<file path="src/rtl/uart_rx.sv">
// rtl/uart_rx.sv - 8N1 serial receiver with break detection
// Ports: clk/resetn (sync, active-low); uart_rxd serial input; uart_rx_en
//        enables start-bit detection; uart_rx_valid pulses for one cycle with
//        uart_rx_data; uart_rx_break pulses when a frame of zeros has a low stop bit.

module uart_rx #(
    parameter int CLK_HZ       = 1_000_000,
    parameter int BIT_RATE     = 115200,
    parameter int PAYLOAD_BITS = 8
) (
    input  logic                    clk,
    input  logic                    resetn,
    input  logic                    uart_rxd,
    input  logic                    uart_rx_en,
    output logic                    uart_rx_break,
    output logic                    uart_rx_valid,
    output logic [PAYLOAD_BITS-1:0] uart_rx_data
);
    localparam int CPB  = (CLK_HZ / BIT_RATE < 2) ? 2 : CLK_HZ / BIT_RATE;
    localparam int HALF = CPB / 2;
    localparam int CW   = $clog2(CPB);
    localparam int BW   = $clog2(PAYLOAD_BITS + 1);

    typedef enum logic [1:0] {R_IDLE, R_START, R_DATA, R_STOP} rx_state_t;

    rx_state_t               state_q, state_d;
    logic [2:0]              sync_q;
    logic [CW-1:0]           cnt_q, cnt_d;
    logic [BW-1:0]           bit_q, bit_d;
    logic [PAYLOAD_BITS-1:0] data_q, data_d;
    logic                    valid_q, valid_d;
    logic                    brk_q, brk_d;
    logic                    rxd;

    // sync_q[1] is the synchronised line, sync_q[2] its previous value.
    assign rxd = sync_q[1];

    always_comb begin
        state_d = state_q;
        cnt_d   = cnt_q + CW'(1);
        bit_d   = bit_q;
        data_d  = data_q;
        valid_d = 1'b0;
        brk_d   = 1'b0;
        case (state_q)
            R_IDLE: begin
                cnt_d = '0;
                // A start needs a high-to-low edge, so a line held low after
                // a break does not retrigger.
                if (uart_rx_en && sync_q[2] && !rxd) state_d = R_START;
            end
            R_START: begin
                if (cnt_q == CW'(HALF - 1)) begin
                    cnt_d   = '0;
                    bit_d   = '0;
                    state_d = rxd ? R_IDLE : R_DATA;
                end
            end
            R_DATA: begin
                if (cnt_q == CW'(CPB - 1)) begin
                    cnt_d  = '0;
                    data_d = {rxd, data_q[PAYLOAD_BITS-1:1]};
                    bit_d  = bit_q + BW'(1);
                    if (bit_q == BW'(PAYLOAD_BITS - 1)) state_d = R_STOP;
                end
            end
            R_STOP: begin
                if (cnt_q == CW'(CPB - 1)) begin
                    cnt_d   = '0;
                    state_d = R_IDLE;
                    valid_d = rxd;
                    brk_d   = !rxd && (data_q == '0);
                end
            end
            default: state_d = R_IDLE;
        endcase
    end

    always_ff @(posedge clk) begin
        if (!resetn) begin
            state_q <= R_IDLE;
            sync_q  <= 3'b111;
            cnt_q   <= '0;
            bit_q   <= '0;
            data_q  <= '0;
            valid_q <= 1'b0;
            brk_q   <= 1'b0;
        end else begin
            state_q <= state_d;
            sync_q  <= {sync_q[1:0], uart_rxd};
            cnt_q   <= cnt_d;
            bit_q   <= bit_d;
            data_q  <= data_d;
            valid_q <= valid_d;
            brk_q   <= brk_d;
        end
    end

    assign uart_rx_valid = valid_q;
    assign uart_rx_break = brk_q;
    assign uart_rx_data  = data_q;
endmodule

</file>
<file path="src/rtl/uart_tx.sv">
// rtl/uart_tx.sv - 8N1 serial transmitter
// Ports: clk/resetn (sync, active-low); uart_tx_en loads uart_tx_data when idle;
//        uart_tx_busy high while a frame is on the line; uart_txd serial output.

module uart_tx #(
    parameter int CLK_HZ       = 1_000_000,
    parameter int BIT_RATE     = 115200,
    parameter int PAYLOAD_BITS = 8
) (
    input  logic                    clk,
    input  logic                    resetn,
    output logic                    uart_txd,
    output logic                    uart_tx_busy,
    input  logic                    uart_tx_en,
    input  logic [PAYLOAD_BITS-1:0] uart_tx_data
);
    localparam int CPB = (CLK_HZ / BIT_RATE < 2) ? 2 : CLK_HZ / BIT_RATE;
    localparam int CW  = $clog2(CPB);
    localparam int FW  = PAYLOAD_BITS + 2;
    localparam int NW  = $clog2(FW + 1);

    logic [FW-1:0] shift_q, shift_d;
    logic [NW-1:0] left_q, left_d;
    logic [CW-1:0] cnt_q, cnt_d;

    always_comb begin
        shift_d = shift_q;
        left_d  = left_q;
        cnt_d   = cnt_q;
        if (left_q == '0) begin
            if (uart_tx_en) begin
                shift_d = {1'b1, uart_tx_data, 1'b0};
                left_d  = NW'(FW);
                cnt_d   = '0;
            end
        end else if (cnt_q == CW'(CPB - 1)) begin
            cnt_d   = '0;
            shift_d = {1'b1, shift_q[FW-1:1]};
            left_d  = left_q - NW'(1);
        end else begin
            cnt_d = cnt_q + CW'(1);
        end
    end

    always_ff @(posedge clk) begin
        if (!resetn) begin
            shift_q <= '1;
            left_q  <= '0;
            cnt_q   <= '0;
        end else begin
            shift_q <= shift_d;
            left_q  <= left_d;
            cnt_q   <= cnt_d;
        end
    end

    assign uart_tx_busy = (left_q != '0);
    assign uart_txd     = uart_tx_busy ? shift_q[0] : 1'b1;
endmodule

</file>
<file path="src/rtl/gs_uart_fifo.sv">
// rtl/gs_uart_fifo.sv - UART with CPU register port, RX/TX FIFOs and interrupt
// Ports: clk/resetn (sync, active-low); ADDR/CS/WE/DI CPU access (00 data,
//        01 status, 10 control, 11 RX level); DO combinational read data;
//        IRQ level interrupt; uart_rxd/uart_txd serial pins.

module gs_uart_fifo #(
    parameter int CLK_HZ   = 1_000_000,
    parameter int BIT_RATE = 115200,
    parameter int RX_DEPTH = 16,
    parameter int TX_DEPTH = 16
) (
    input  logic       clk,
    input  logic       resetn,
    input  logic [1:0] ADDR,
    input  logic       CS,
    input  logic       WE,
    input  logic [7:0] DI,
    output logic [7:0] DO,
    output logic       IRQ,
    input  logic       uart_rxd,
    output logic       uart_txd
);
    localparam int RX_AW = $clog2(RX_DEPTH);
    localparam int RX_LW = RX_AW + 1;
    localparam int TX_AW = $clog2(TX_DEPTH);
    localparam int TX_LW = TX_AW + 1;

    typedef enum logic [1:0] {S_IDLE, S_LAUNCH, S_WAITB, S_DRAIN} tx_state_t;

    logic       rx_valid, rx_break;
    logic [7:0] rx_data;
    logic       tx_busy, tx_en;
    logic [7:0] tx_head;

    uart_rx #(.CLK_HZ(CLK_HZ), .BIT_RATE(BIT_RATE), .PAYLOAD_BITS(8)) u_rx (
        .clk           (clk),
        .resetn        (resetn),
        .uart_rxd      (uart_rxd),
        .uart_rx_en    (1'b1),
        .uart_rx_break (rx_break),
        .uart_rx_valid (rx_valid),
        .uart_rx_data  (rx_data)
    );

    uart_tx #(.CLK_HZ(CLK_HZ), .BIT_RATE(BIT_RATE), .PAYLOAD_BITS(8)) u_tx (
        .clk          (clk),
        .resetn       (resetn),
        .uart_txd     (uart_txd),
        .uart_tx_busy (tx_busy),
        .uart_tx_en   (tx_en),
        .uart_tx_data (tx_head)
    );

    // An access acts once: a strobe repeating the previous cycle's kind and
    // address is the same access still being held.
    logic       rd_q, wr_q;
    logic [1:0] addr_q;
    logic       rd_first, wr_first;
    logic       data_rd, stat_rd, data_wr, ctrl_wr;

    assign rd_first = CS & ~WE & ~(rd_q & (addr_q == ADDR));
    assign wr_first = CS & WE & ~(wr_q & (addr_q == ADDR));
    assign data_rd  = rd_first & (ADDR == 2'b00);
    assign stat_rd  = rd_first & (ADDR == 2'b01);
    assign data_wr  = wr_first & (ADDR == 2'b00);
    assign ctrl_wr  = wr_first & (ADDR == 2'b10);

    logic [7:0]       rx_mem [RX_DEPTH];
    logic [RX_AW-1:0] rx_wptr_q, rx_wptr_d, rx_rptr_q, rx_rptr_d;
    logic [RX_LW-1:0] rx_level_q, rx_level_d;
    logic             rx_empty, rx_full, rx_pop, rx_push, rx_flush;

    logic [7:0]       tx_mem [TX_DEPTH];
    logic [TX_AW-1:0] tx_wptr_q, tx_wptr_d, tx_rptr_q, tx_rptr_d;
    logic [TX_LW-1:0] tx_level_q, tx_level_d;
    logic             tx_empty, tx_full, tx_pop, tx_push, tx_flush;

    logic       brk_q, brk_d, ovr_q, ovr_d;
    logic [2:0] ctrl_q, ctrl_d;
    tx_state_t  state_q, state_d;
    logic       tx_active;
    logic [7:0] status;
    logic [15:0] rx_level_w;
    logic       unused_ok;

    assign rx_empty = (rx_level_q == '0);
    assign rx_full  = (rx_level_q == RX_LW'(RX_DEPTH));
    assign rx_pop   = data_rd & ~rx_empty;
    assign rx_push  = rx_valid & (~rx_full | rx_pop);
    assign rx_flush = ctrl_wr & DI[6];

    assign tx_empty = (tx_level_q == '0);
    assign tx_full  = (tx_level_q == TX_LW'(TX_DEPTH));
    assign tx_push  = data_wr & ~tx_full;
    assign tx_flush = ctrl_wr & DI[7];
    assign tx_head  = tx_mem[tx_rptr_q];

    always_comb begin
        rx_wptr_d  = rx_wptr_q;
        rx_rptr_d  = rx_rptr_q;
        rx_level_d = rx_level_q;
        tx_wptr_d  = tx_wptr_q;
        tx_rptr_d  = tx_rptr_q;
        tx_level_d = tx_level_q;
        ctrl_d     = ctrl_q;

        if (rx_push) rx_wptr_d = rx_wptr_q + RX_AW'(1);
        if (rx_pop)  rx_rptr_d = rx_rptr_q + RX_AW'(1);
        case ({rx_push, rx_pop})
            2'b10:   rx_level_d = rx_level_q + RX_LW'(1);
            2'b01:   rx_level_d = rx_level_q - RX_LW'(1);
            default: rx_level_d = rx_level_q;
        endcase

        if (tx_push) tx_wptr_d = tx_wptr_q + TX_AW'(1);
        if (tx_pop)  tx_rptr_d = tx_rptr_q + TX_AW'(1);
        case ({tx_push, tx_pop})
            2'b10:   tx_level_d = tx_level_q + TX_LW'(1);
            2'b01:   tx_level_d = tx_level_q - TX_LW'(1);
            default: tx_level_d = tx_level_q;
        endcase

        // Sticky flags: a set in the same cycle as the clearing status read wins.
        brk_d = rx_break | (brk_q & ~stat_rd);
        ovr_d = (rx_valid & rx_full & ~rx_pop) | (ovr_q & ~stat_rd);

        if (ctrl_wr) ctrl_d = DI[2:0];
        if (rx_flush) begin
            rx_wptr_d  = '0;
            rx_rptr_d  = '0;
            rx_level_d = '0;
            ovr_d      = 1'b0;
        end
        if (tx_flush) begin
            tx_wptr_d  = '0;
            tx_rptr_d  = '0;
            tx_level_d = '0;
        end
    end

    always_comb begin
        state_d = state_q;
        tx_en   = 1'b0;
        tx_pop  = 1'b0;
        case (state_q)
            S_IDLE:   if (!tx_empty && !tx_busy) state_d = S_LAUNCH;
            S_LAUNCH: begin
                // A flush landing on the decision cycle leaves nothing to send.
                if (tx_empty) begin
                    state_d = S_IDLE;
                end else begin
                    tx_en   = 1'b1;
                    tx_pop  = 1'b1;
                    state_d = S_WAITB;
                end
            end
            S_WAITB:  if (tx_busy) state_d = S_DRAIN;
            S_DRAIN:  if (!tx_busy) state_d = S_IDLE;
            default:  state_d = S_IDLE;
        endcase
    end

    always_ff @(posedge clk) begin
        if (!resetn) begin
            rd_q       <= 1'b0;
            wr_q       <= 1'b0;
            addr_q     <= 2'b00;
            rx_wptr_q  <= '0;
            rx_rptr_q  <= '0;
            rx_level_q <= '0;
            tx_wptr_q  <= '0;
            tx_rptr_q  <= '0;
            tx_level_q <= '0;
            brk_q      <= 1'b0;
            ovr_q      <= 1'b0;
            ctrl_q     <= 3'b101;
            state_q    <= S_IDLE;
        end else begin
            rd_q       <= CS & ~WE;
            wr_q       <= CS & WE;
            addr_q     <= ADDR;
            rx_wptr_q  <= rx_wptr_d;
            rx_rptr_q  <= rx_rptr_d;
            rx_level_q <= rx_level_d;
            tx_wptr_q  <= tx_wptr_d;
            tx_rptr_q  <= tx_rptr_d;
            tx_level_q <= tx_level_d;
            brk_q      <= brk_d;
            ovr_q      <= ovr_d;
            ctrl_q     <= ctrl_d;
            state_q    <= state_d;
        end
    end

    always_ff @(posedge clk) begin
        if (rx_push) rx_mem[rx_wptr_q] <= rx_data;
    end

    always_ff @(posedge clk) begin
        if (tx_push) tx_mem[tx_wptr_q] <= DI;
    end

    assign tx_active  = (state_q != S_IDLE) | tx_busy;
    assign IRQ        = (ctrl_q[0] & (~rx_empty | ovr_q))
                      | (ctrl_q[1] & tx_empty & (state_q == S_IDLE) & ~tx_busy)
                      | (ctrl_q[2] & brk_q);
    assign status     = {IRQ, tx_empty, rx_full, ovr_q, ~rx_empty, tx_active, brk_q, tx_full};
    assign rx_level_w = 16'(rx_level_q);
    assign unused_ok  = &{1'b0, DI[5:3]};

    always_comb begin
        DO = 8'h00;
        case (ADDR)
            2'b00:   DO = rx_empty ? 8'h00 : rx_mem[rx_rptr_q];
            2'b01:   DO = status;
            2'b10:   DO = {5'b00000, ctrl_q};
            default: DO = (rx_level_w > 16'd255) ? 8'hFF : rx_level_w[7:0];
        endcase
    end
endmodule

</file>
<file path="config.mk">
export PLATFORM = sky130hd
export DESIGN_NAME = gs_uart_fifo
export DESIGN_NICKNAME = d
export VERILOG_FILES = /design/src/rtl/uart_rx.sv /design/src/rtl/uart_tx.sv /design/src/rtl/gs_uart_fifo.sv
export SDC_FILE = /design/constraint.sdc
export NUM_CORES = 1
export LEC_CHECK = 0
export ABC_AREA = 1
export CAP_MARGIN = 5
export CORE_MARGIN = 4
export CORE_UTILIZATION = 40
export CTS_BUF_LIST = sky130_fd_sc_hd__clkbuf_2 sky130_fd_sc_hd__clkbuf_4 sky130_fd_sc_hd__clkbuf_8
export DETAILED_ROUTE_END_ITERATION = 12
export PLACE_DENSITY = 0.64
export SLEW_MARGIN = 0
export SYNTH_ARGS = -nofsm -noshare
export SYNTH_HDL_FRONTEND = slang
export SYNTH_HIERARCHICAL = 1
export SYNTH_SLANG_ARGS = --single-unit
</file>
<file path="constraint.sdc">
create_clock -name clk -period 2.9 [get_ports clk]
set_input_delay 0.58 -clock clk [delete_from_list [all_inputs] [get_ports clk]]
set_output_delay 0.58 -clock clk [all_outputs]
set_load 0.005 [all_outputs]
</file>
Word level (Yosys, flattened, before mapping) --
Memories as Yosys holds them, arrays and structs flattened. A register that Yosys moved wholly into a read port is not among the register bits. Index checks and enable logic that the tools add are counted.
Storage, ports and cells: flip-flop bits (word level) 76, bits in writable memories 256, input bits 15, output and inout bits 10, logic and storage cells 178, memories 2
Memories:
- rx_mem | depth 16, width 8, rd ports 1, clocked after memory_dff 1, wr ports 1, RTL line gs_uart_fifo.sv:68 | logic [7:0] rx_mem [RX_DEPTH];
- tx_mem | depth 16, width 8, rd ports 1, clocked after memory_dff 1, wr ports 1, RTL line gs_uart_fifo.sv:73 | logic [7:0] tx_mem [TX_DEPTH];
Cells by class: add/sub/neg operators 12, order comparisons 1, eq/ne operators 28, mux-type cells 43, bitwise operators 41, reductions and logical operators 28
Operators with widths (number):
- 4-bit two-way mux | 9
- 10-bit two-way mux | 3
- 1-bit bitwise AND | 24
- 8-bit one-hot mux with 3 select lines | 1
- 4-bit by 1-bit adder with 4-bit output (second input constant) | 5
- 2-bit two-way mux | 10
- 5-bit one-hot mux with 2 select lines | 2
- 8-bit two-way mux | 2
- 2-bit one-hot mux with 4 select lines | 2
- 3-bit two-way mux | 5
- 2-bit == test (second input constant) | 7
- 5-bit by 1-bit adder with 5-bit output (second input constant) | 2
- 2-bit by 1-bit == test with 1-bit output (second input constant) | 5
- 5-bit == test (second input constant) | 2
- 5-bit logical NOT | 2
- 2-bit by 1-bit != test with 1-bit output (second input constant) | 5
- 1-bit inverter | 10
- 2-bit nonzero test | 5
- 5-bit by 1-bit subtractor with 5-bit output (second input constant) | 2
- 3-bit one-hot mux with 3 select lines | 1
- 3-bit AND reduction | 3
- 5-bit by 8-bit greater-than comparator with 1-bit output (second input constant) | 1
- 8-bit logical NOT | 1
- 2-bit != test (second input constant) | 4
- 17 further kinds | 40

Depth between registers and ports, before layout --
depth after elaboration 10, mapped depth 17

Cells and area by module --
The synthesis kept the hierarchy.
By module, submodules not included:
- gs_uart_fifo | times used 1, cells an instance 1113, area each 12896.1 µm²
- uart_rx | times used 1, cells an instance 119, area each 967.2 µm²
- uart_tx | times used 1, cells an instance 115, area each 829.5 µm²

Worst setup path before layout --
OpenSTA, ideal clock, no wires.
path kind in2reg, start point in ADDR[1], end point reg rx_level_q[4], data arrival time 2.410 ns, setup slack 0.420 ns, stages 17, path through buf_6 inv_4 nand2_1 nand2_2 nand3_2 nand3_1 nand3_2 nand2_4 ha_1 xor2_1 ha_1 a21o_1 nand3_1 nand2_1 xor2_1 nand2_1 a21oi_1
On the way: cells in the longest elaborated chain, start to end 10, elaborated cells on any way between the ends 20, classes of those cells eq/ne (4); mux (1); bitwise (12); reduce/logical (3)
RTL lines:
- start, declared | RTL line gs_uart_fifo.sv:14 | input logic [1:0] ADDR,
- 2-bit == test | RTL line gs_uart_fifo.sv:61, gs_uart_fifo.sv:62
- 1-bit bitwise AND | RTL line gs_uart_fifo.sv:61 | assign rd_first = CS & ~WE & ~(rd_q & (addr_q == ADDR));
- 1-bit inverter | RTL line gs_uart_fifo.sv:61
- 1-bit bitwise AND | RTL line gs_uart_fifo.sv:61
- 1-bit bitwise AND | RTL line gs_uart_fifo.sv:63 | assign data_rd = rd_first & (ADDR == 2'b00);
- 1-bit bitwise AND | RTL line gs_uart_fifo.sv:88 | assign rx_pop = data_rd & ~rx_empty;
- 1-bit bitwise OR | RTL line gs_uart_fifo.sv:89 | assign rx_push = rx_valid & (~rx_full | rx_pop);
- 1-bit bitwise AND | RTL line gs_uart_fifo.sv:89
- 2-bit by 1-bit == test with 1-bit output / 2-bit == test (equally long branches) | RTL line gs_uart_fifo.sv:109 | case ({rx_push, rx_pop})
- 5-bit one-hot mux with 2 select lines / 2-bit nonzero test (equally long branches)
- end signal, assigned | RTL line gs_uart_fifo.sv:184 | rx_level_q <= rx_level_d;
- end, declared | RTL line gs_uart_fifo.sv:70 | logic [RX_LW-1:0] rx_level_q, rx_level_d;
Several ways; a longest one is shown, not always the timed one. A chain may end at the register's enable or synchronous reset.

==> impl_metrics.ini <==
[hold_path]
min_from = u_rx/sync_q[0]
hold_class = reg2reg
min_to = u_rx/sync_q[1]
worstHoldPathCells = 1

[floorplan]
dieHeight_um = 200
pin_count = 25
core.rowCount = 69
start_util = 0.409
dieWidth_um = 200
core_um2 = 35900
die_area_um2 = 39900

[route]
vias = 10100
drc = 0
drt_first_pass_iters = 6
antenna_violating_nets_post_route = 0
wl_per_cell_um = 16.9
drtIter0Drc = 793
routed_wl_um = 33800
viasPerCell = 5.07

[synthesis]
ys_types = 44
synth_edf_count = 256
synth_ff_type = edfxtp_1
syn-instance-count = 1347
syn_area_per_cell_um2 = 10.9
synth_warnings = 6
async_flop_share = 0
ys_seq_elements = 339
synth.net_count = 1390
synth_seq_area_share = 0.636
netlist_area_um2 = 14700

[global_routing]
grt_overflow = 0
grt_pass1_wl_um = 53000
antenna_found_initial = 0
first_global_vias = 9659
grt_max_degree = 60
track_usage = 0.170

[clocking]
clk_pin_slew_ns = 0.07
cts_made_buffers = 56
cts_max_level = 2
cts.sinks = 339
clock_latency_ns = 0.61
cts_root_buffer = clkbuf_8
cts_tree = yes
cts.path.max_buffers = 3
holdBufCountCts = 0

[critical_path]
r2r_cells = 13
timing.rr.start = tx_level_q[0]
cp.required_ns = 2.32
reg2reg_slack_ns = 0.50
critPathMaxFanout = 6
cp-start-kind = register
timing.rr.end = tx_level_q[4]
crit_path_end_kind = output pin
worstPathArrival_ns = 2.46
worstSetupPathType = reg2out

[placed_design]
gp_congestion = 0.846
hpwl_um = 21300
port_buffers = 24

[cells_and_area]
final_common_cell = edfxtp_1
fillers = 3215
most-common-layout-cells = edfxtp_1 (256), nand2_1 (199), inv_1 (157)
fin_nets = 1531
n_antenna_cell = 0
layout-drive-gt1-share = 0.205
syn_to_final_growth_pct = 19.5

[timing]
setup_viol_count_final = 4
worst_slew_pin_slew_ns = 0.881
fin_crit_ns = 3.04
setup_ws_ns = -0.136
fin_crit_sh = 1.05
rsz0062_at_grt = yes
maxSlewHeadroom = 0.412
fmax_mhz = 329
finClkSkew_ns = 0.0249
slew_violations = 0
hold_slack_ns = 0.409
hold_violations = 0

[job]
cap_violations = 0

[power_and_ir_drop]
power_w = 0.00985
power-per-cell-area_nw_per_um2 = 561
p_leak_nw = 6.69
peakVddDrop_uv = 268

[run_status]
status = finished with violations
failed_checks = setup timing
==> critical path, cell delays in order, from the launching register on <==
cell             delay [ns]
dfxtp_4                0.41
buf_4                  0.18
buf_6                  0.13
o21ai_0                0.08
a21oi_1                0.19
o21ai_2                0.10
o21ai_1                0.13
nand2_1                0.06
nand2_1                0.06
clkdlybuf4s50_1        0.49
==> metal layers <==
layer	global-route usage	share of wire
met1	0.236	0.46
met4	0.0553	0.023
met5	0	0
met3	0.0361	0.054
met2	0.267	0.46
==> logic make-up (layout without fill, tap and decap cells) <==
logic type / count (synthesis) / count (layout) / share of synthesized area
other: 1 / 1 / 0.000255
buffers and inverters: 230 / 418 / 0.0669
flip-flops: 339 / 339 / 0.636
AND/OR/NAND/NOR: 416 / 416 / 0.128
AO/OA/AOI/OAI: 279 / 279 / 0.108
multiplexers: 35 / 35 / 0.0241
adder cells (fa/ha/maj): 28 / 28 / 0.0244
XOR/XNOR: 19 / 19 / 0.0113
==> worst max path at each step <==
stage	end	slack, ns	depth (start not counted)
floorplan	rx_level_q[4]	0.42	17
global placement	DO[4]	-0.10	7
detailed placement	rx_level_q[4]	-0.20	15
CTS	DO[1]	-0.20	9
global route	DO[5]	-0.30	9
finish	DO[5]	-0.14	9
==> power breakdown <==
| part | switching (W) | internal (W) |
|---|---|---|
| Combinational | 0.000147 | 0.0000884 |
| Sequential | 0.0000174 | 0.00520 |
| Clock | 0.00190 | 0.00250 |
==> cell type report <==
class | count | area [um^2] | area share
flip-flops and latches | 339 | 9360 | 0.533
multi-input cells | 778 | 4520 | 0.257
repair buffers | 141 | 1250 | 0.0713
clock buffers | 79 | 962 | 0.0548
inverters | 172 | 663 | 0.0378
well taps | 461 | 577 | 0.0328
clock inverters | 26 | 229 | 0.0130
==> through the flow <==
stage	instance area, um^2	setup slack, ns	utilization	instances	setup TNS, ns
6_report	17600	-0.136	0.489	1996	-0.338
5_1_grt	17600	-0.298	0.489	1996	-1.20
4_1_cts	17300	-0.204	0.482	1980	-0.564
2_1_floorplan	14700	0.420	-	1347	0
3_3_place_gp	15900	-0.100	0.444	1867	-0.411
3_5_place_dp	15900	-0.202	0.444	1867	-0.998
==> cells in the mapped netlist (2+ instances only) <==
cell type,instances,area (um^2)
buf_8,2,30.0
o21ai_2,3,26.3
buf_4,3,22.5
nor2_1,70,263
o21ai_0,90,450
a21oi_2,5,43.8
nor3b_2,2,25.0
buf_1,2,7.51
or2_2,4,25.0
o21ai_1,5,25.0
o211ai_1,61,458
ha_1,27,338
edfxtp_1,256,7690
inv_1,160,601
nand4_1,5,31.3
xor2_1,16,140
nor3_1,10,50.1
nand3_2,5,50.1
nand2_1,202,758
and3_1,2,12.5
clkbuf_1,20,75.1
nor2_4,3,33.8
clkinv_1,2,7.51
xnor2_1,3,26.3
dfxtp_1,83,1660
inv_4,2,12.5
mux2_2,3,33.8
inv_2,7,26.3
nand2_2,15,93.8
a21oi_1,112,561
mux2i_1,32,320
nand3_4,2,35.0
buf_6,6,67.6
nand3_1,90,450
nand2_4,4,45.0
buf_2,25,125
==> flip-flops by register name (all words and copies together) (netlist names), 5 cells and up, named ones only <==
| name | count |
|---|---|
| u_rx/uart_rx_data | 8 |
| tx_mem | 128 |
| tx_level_q | 5 |
| u_tx/shift_q | 9 |
| rx_mem | 128 |
| rx_level_q | 5 |
==> repair_timing <==
| action | in CTS | in global routing |
|---|---|---|
| gates resized for setup | 42 | 44 |
| setup buffers | 7 | 14 |
| cloned | 1 | 2 |
| endpoints found under the setup margin | 10 | 9 |
| pin swaps | 5 | 18 |
No activity file was read; power rests on OpenSTA's default activity.
